File: src/rtl/bitty_fetch_if.sv
// bitty_fetch_if: instruction memory read port plus run/instruction/done handshake to the core
interface bitty_fetch_if #(
  parameter int ADDR_W  = 8,
  parameter int INSTR_W = 16
);
  logic               mem_rd;
  logic [ADDR_W-1:0]  mem_addr;
  logic [INSTR_W-1:0] mem_rdata;
  logic               run;
  logic [INSTR_W-1:0] instruction;
  logic               done;
  modport master (output mem_rd, mem_addr, run, instruction, input mem_rdata, done);
  modport slave  (input mem_rd, mem_addr, run, instruction, output mem_rdata, done);
endinterface

File: src/rtl/bitty_fetch_unit.sv
// bitty_fetch_unit: fetches instructions over an address range and issues them to the core one at a time
module bitty_fetch_unit #(
  parameter int ADDR_W  = 8,
  parameter int INSTR_W = 16
) (
  input  logic              clk,
  input  logic              reset,
  input  logic              start,
  input  logic              stop,
  input  logic [ADDR_W-1:0] start_addr,
  input  logic [ADDR_W-1:0] end_addr,
  bitty_fetch_if.master     bus,
  output logic              busy,
  output logic              finished,
  output logic [ADDR_W-1:0] pc,
  output logic [15:0]       instr_count
);
  typedef enum logic [2:0] {IDLE, FETCH, WAIT_MEM, ISSUE, EXEC, NEXT} state_t;
  state_t             state;
  logic [ADDR_W-1:0]  end_q;
  logic [INSTR_W-1:0] instr_q;
  logic               stop_pending;
  always_ff @(posedge clk or negedge reset) begin
    if (!reset) begin
      state        <= IDLE;
      pc           <= '0;
      end_q        <= '0;
      instr_q      <= '0;
      instr_count  <= '0;
      stop_pending <= 1'b0;
    end else begin
      if (state != IDLE && stop) stop_pending <= 1'b1;
      case (state)
        IDLE: if (start) begin
          pc           <= start_addr;
          end_q        <= end_addr;
          instr_count  <= '0;
          stop_pending <= 1'b0;
          state        <= FETCH;
        end
        FETCH: state <= WAIT_MEM;
        WAIT_MEM: begin
          instr_q <= bus.mem_rdata;
          state   <= ISSUE;
        end
        ISSUE: state <= EXEC;
        EXEC: if (bus.done) begin
          instr_count <= instr_count + {15'd0, ~&instr_count};
          state       <= NEXT;
        end
        NEXT: if (stop_pending || pc == end_q) state <= IDLE;
        else begin
          pc    <= pc + 1'b1;
          state <= FETCH;
        end
        default: state <= IDLE;
      endcase
    end
  end
  assign bus.mem_rd      = state == FETCH;
  assign bus.mem_addr    = pc;
  assign bus.run         = state == ISSUE;
  assign bus.instruction = instr_q;
  assign busy            = state != IDLE;
  assign finished        = state == NEXT && (stop_pending || pc == end_q);
endmodule

File: src/flat_wrapper.sv
// flat-port wrapper written by rule: the top's interface ports become plain ports
module bitty_fetch_unit_flat 
#(
  parameter int ADDR_W  = 8,
  parameter int INSTR_W = 16
)
  (clk, reset, start, stop, start_addr, end_addr, busy, finished, pc, instr_count, bus_mem_rd, bus_mem_addr, bus_run, bus_instruction, bus_mem_rdata, bus_done);
  bitty_fetch_if #(.ADDR_W(ADDR_W), .INSTR_W(INSTR_W)) bus_i ();
  input  logic clk;
  input  logic reset;
  input  logic start;
  input  logic stop;
  input  logic [ADDR_W-1:0] start_addr;
  input  logic [ADDR_W-1:0] end_addr;
  output logic busy;
  output logic finished;
  output logic [ADDR_W-1:0] pc;
  output logic [15:0] instr_count;
  output wire logic [$bits(bus_i.mem_rd)-1:0] bus_mem_rd;
  output wire logic [$bits(bus_i.mem_addr)-1:0] bus_mem_addr;
  output wire logic [$bits(bus_i.run)-1:0] bus_run;
  output wire logic [$bits(bus_i.instruction)-1:0] bus_instruction;
  input wire logic [$bits(bus_i.mem_rdata)-1:0] bus_mem_rdata;
  input wire logic [$bits(bus_i.done)-1:0] bus_done;
  assign bus_mem_rd = bus_i.mem_rd;
  assign bus_mem_addr = bus_i.mem_addr;
  assign bus_run = bus_i.run;
  assign bus_instruction = bus_i.instruction;
  assign bus_i.mem_rdata = bus_mem_rdata;
  assign bus_i.done = bus_done;
  bitty_fetch_unit #(.ADDR_W(ADDR_W), .INSTR_W(INSTR_W)) u_core (.clk(clk), .reset(reset), .start(start), .stop(stop), .start_addr(start_addr), .end_addr(end_addr), .bus(bus_i), .busy(busy), .finished(finished), .pc(pc), .instr_count(instr_count));
endmodule
File: config.mk
export PLATFORM = sky130hd
export DESIGN_NAME = bitty_fetch_unit_flat
export DESIGN_NICKNAME = d
export VERILOG_FILES = /design/src/rtl/bitty_fetch_if.sv /design/src/rtl/bitty_fetch_unit.sv /design/src/flat_wrapper.sv
export SDC_FILE = /design/constraint.sdc
export NUM_CORES = 1
export LEC_CHECK = 0
export ABC_CLOCK_PERIOD_IN_PS = 1800
export CORE_ASPECT_RATIO = 2
export CORE_MARGIN = 4
export CORE_UTILIZATION = 41
export CTS_BUF_LIST = sky130_fd_sc_hd__clkbuf_4 sky130_fd_sc_hd__clkbuf_8 sky130_fd_sc_hd__clkbuf_16
export CTS_CLUSTER_DIAMETER = 100
export DETAILED_ROUTE_END_ITERATION = 16
export PLACE_DENSITY = 0.73
export SETUP_SLACK_MARGIN = 0.3
export SLEW_MARGIN = 15
export SYNTH_ARGS = -nofsm -noshare
export SYNTH_HDL_FRONTEND = slang
export SYNTH_SLANG_ARGS = --single-unit
File: constraint.sdc
create_clock -name clk -period 1.8 [get_ports clk]
set_clock_uncertainty 0.1 [all_clocks]
set_input_delay 0.27 -clock clk [delete_from_list [all_inputs] [get_ports clk]]
set_output_delay 0.27 -clock clk [all_outputs]
set_load 0.005 [all_outputs]
==> impl_results.md <==
- Status: complete, but fails checks
- Violated checks: negative setup slack
- Syn Nets: 290
- Worst-Skew Late Latency: 300 ps
- Port bufs: 88
- CP max stage delay: 410 ps
- Worst-path clk slew: 70 ps
- Placed cell area: 3990 um2
- Avg WL per Cell: 21.6 um
- Fraction of layout cells with a size suffix above 1: 0.577
- CTS Root Cell: clkbuf_16
- CTS tree: yes
- Setup ws final: -388 ps
- Cells on worst reg2reg path: 7
- Cts bufs inserted: 5
- Slowest library cell on the worst path: dfrtp_1
- Number of synthesized flops with an enable pin: 0
- Slew @ Worst Pin: 368 ps
- Synth area leaders: dfrtp_1 50%, nand2_1 5.6%, xor2_1 5.3%
- Clk sinks: 52
- Post-synth top area share: 0.495
- Static leakage: 0.00253 uW
- Global route total overflow: 0
- Vias per inst: 5.35
- Detail Route Antenna Nets: 0
- Pwr dens: 1530 nW/um2
- Slew headroom: 0.753
- Die X: 64.6 um
- Area growth from synthesis to layout: 102%
- Most frequent cells in the layout: 66 x buf_4, 54 x buf_6, 48 x dfrtp_1, 35 x clkdlybuf4s50_1, 28 x dlygate4sd2_1
- Number of diodes: 0
- Full die area: 7830 um2
- CP arrival: 1820 ps
- I/O Pins: 89
- Tot GR Track Use: 0.271
- Worst EP required: 1430 ps
- Seq/Total Area, Yosys: 0.495
- Vias: 2888
- CP Launch Type: flop
- HP Class: in -> async
- Routed WL: 11600 um
- Initial Util: 0.420
- Mean Syn Cell Area: 10.5 um2
- First-pass GRT wire length: 15700 um
- Clock Tree Buf Depth: 2
- VDD IR-drop max: 0.00119 V
- DP Worst Slack: -332 ps
- Max Clock Freq: 457 MHz
- Dpl hpwl: 5560 um
- # Max-Cap Violations: 0
- Fin nets: 494
- Fin crit share: 1.22
- GPL Wtd Cong: 0.830
- Die Ht: 121 um
- Core box area: 6260 um2
- Post-route cell area: 5320 um2
- Setup TNS: -3470 ps
- Placement Rows: 41
- Drt pass-1 iters: 4
- Min Tclk post-route: 2190 ps
- CP Max Fanout: 2
- Crit. path cell count: 6
- Area leader, netlist: dfrtp_1
- Initial DRC count: 148
- Initial antenna violation count: 0
- Number of global-route vias before repair: 3046
- Final Hold Slack: 371 ps
- Yosys warning count: 0
- Crit path cell chain: xor2_1 > nor4_2 > and2_4 > nor2_2 > nor2_1 > buf_2
- H-tree Lvls: 2
- CP endpoint kind: primary output
- CP Class: reg -> out
- DR DRC count: 0
- Final Setup Violations: 31
- Most common cell after layout, fill and taps aside: buf_4
- Mapped Cells: 250
- Top_reg_cell synth: dfrtp_1
- Ys async rst share: 1.00
- Max-slew violation count: 0
- Buf/Inv on CP: 1
- Netlist cell types: 49
- Final Hold Fails: 0
- Largest net degree at the start of global routing: 53
- Largest delay share family, worst path: simple AND/OR/NAND/NOR gates
- RSZ-0062 raised after global routing: yes
- Yosys reg bits: 52
- Synthesized area: 2630 um2
[state kept, by name, summed over array words and instances, names as in the netlist]
register and count:
u_core.bus.instruction 16, u_core.instr_count 16, u_core.state 3, u_core.end_q 8, u_core.stop_pending 1, u_core.bus.mem_addr 8
[power by group]
group	internal (uW)	switching [uW]	leakage [uW]
Sequential	1610	345	0.000640
Combinational	2970	2250	0.00183
Clock	506	438	0.0000657
Total	5090	3030	0.00253
[worst paths after layout]
check / end / slack, ps / start
worst max-delay path: finished / -390 / u_core.bus.mem_addr[2]
worst min-delay path: u_core.stop_pending / 370 / reset
worst max register to register: u_core.bus.mem_addr[1] / -230 / u_core.bus.mem_addr[2]
worst min register to register: u_core.bus.instruction[11] / 420 / u_core.bus.instruction[11]
max in group asynchronous: u_core.instr_count[2] / 940 / reset
min in group clk: u_core.bus.instruction[11] / 420 / u_core.bus.instruction[11]
[layer usage]
layer / GRT usage / vias to the layer above / wire [um]
met5: 0 / - / 0
li1: - / 1271 / -
met2: 0.516 / 129 / 6530
met1: 0.248 / 1434 / 3840
met3: 0.0510 / 54 / 492
met4: 0.181 / 0 / 778
[kinds of logic (layout without fill, tap and decap cells)]
family          Yosys count  after routing  share of synthesized area
mux                      18             18                     0.0762
compound gates           20             20                     0.0647
simple gates            116            117                      0.232
xor+xnor                 21             21                     0.0700
buf+inv                  20            223                     0.0481
flops                    52             52                      0.495
fa+ha+maj                 3              3                     0.0143
[cell type report]
| cell class | count | area [um2] |
|---|---|---|
| Clock buffer | 5 | 125 |
| Clock inverter | 2 | 12.5 |
| Fill cell | 322 | 943 |
| Inverter | 3 | 11.3 |
| Multi-Input combinational cell | 179 | 1760 |
| Sequential cell | 52 | 1310 |
| Tap cell | 86 | 108 |
| Timing Repair Buffer | 213 | 1990 |
[synthesized netlist by cell type, types with 2 or more instances]
cell type / number
buf_2: 5
nand2_1: 39
xnor2_1: 5
and3_1: 5
o21ai_0: 2
mux2_2: 9
a21oi_1: 2
nor3b_1: 2
nand3_1: 9
and2_1: 2
mux2_1: 7
dfrtp_1: 52
nor2_2: 3
mux2i_1: 2
nor3_1: 5
nor4_1: 5
nand4_1: 6
buf_4: 10
xor2_1: 16
inv_1: 3
a311oi_1: 3
nor2_1: 28
ha_1: 3
o221a_2: 2
[per-stage QoR]
step | cells | total power, uW | utilization
5_1_grt | 540 | 8410 | 0.849
6_report | 540 | 8120 | 0.849
3_3_place_gp | 456 | 5010 | 0.638
3_5_place_dp | 456 | 5070 | 0.638
2_1_floorplan | 250 | 3540 | -
4_1_cts | 518 | 7240 | 0.791
[worst reg2reg max path: stages (launching register included)]
cell and delay (ps):
dfrtp_1 410, xor2_1 200, nor4_2 390, buf_4 190, nand2_4 50, buf_6 130, a211o_1 280, o221a_4 150
[repair_timing]
item / in CTS / in global routing
pin swaps: 45 / 45
endpoints found under the setup margin: 101 / 63
hold endpoints to repair: 52 / 0
resized for setup: 214 / 65
hold buffers: 1 / 0
gates cloned: 6 / 0
buffers inserted: 48 / 22
Note: power is estimated with default switching activity, not from simulation.
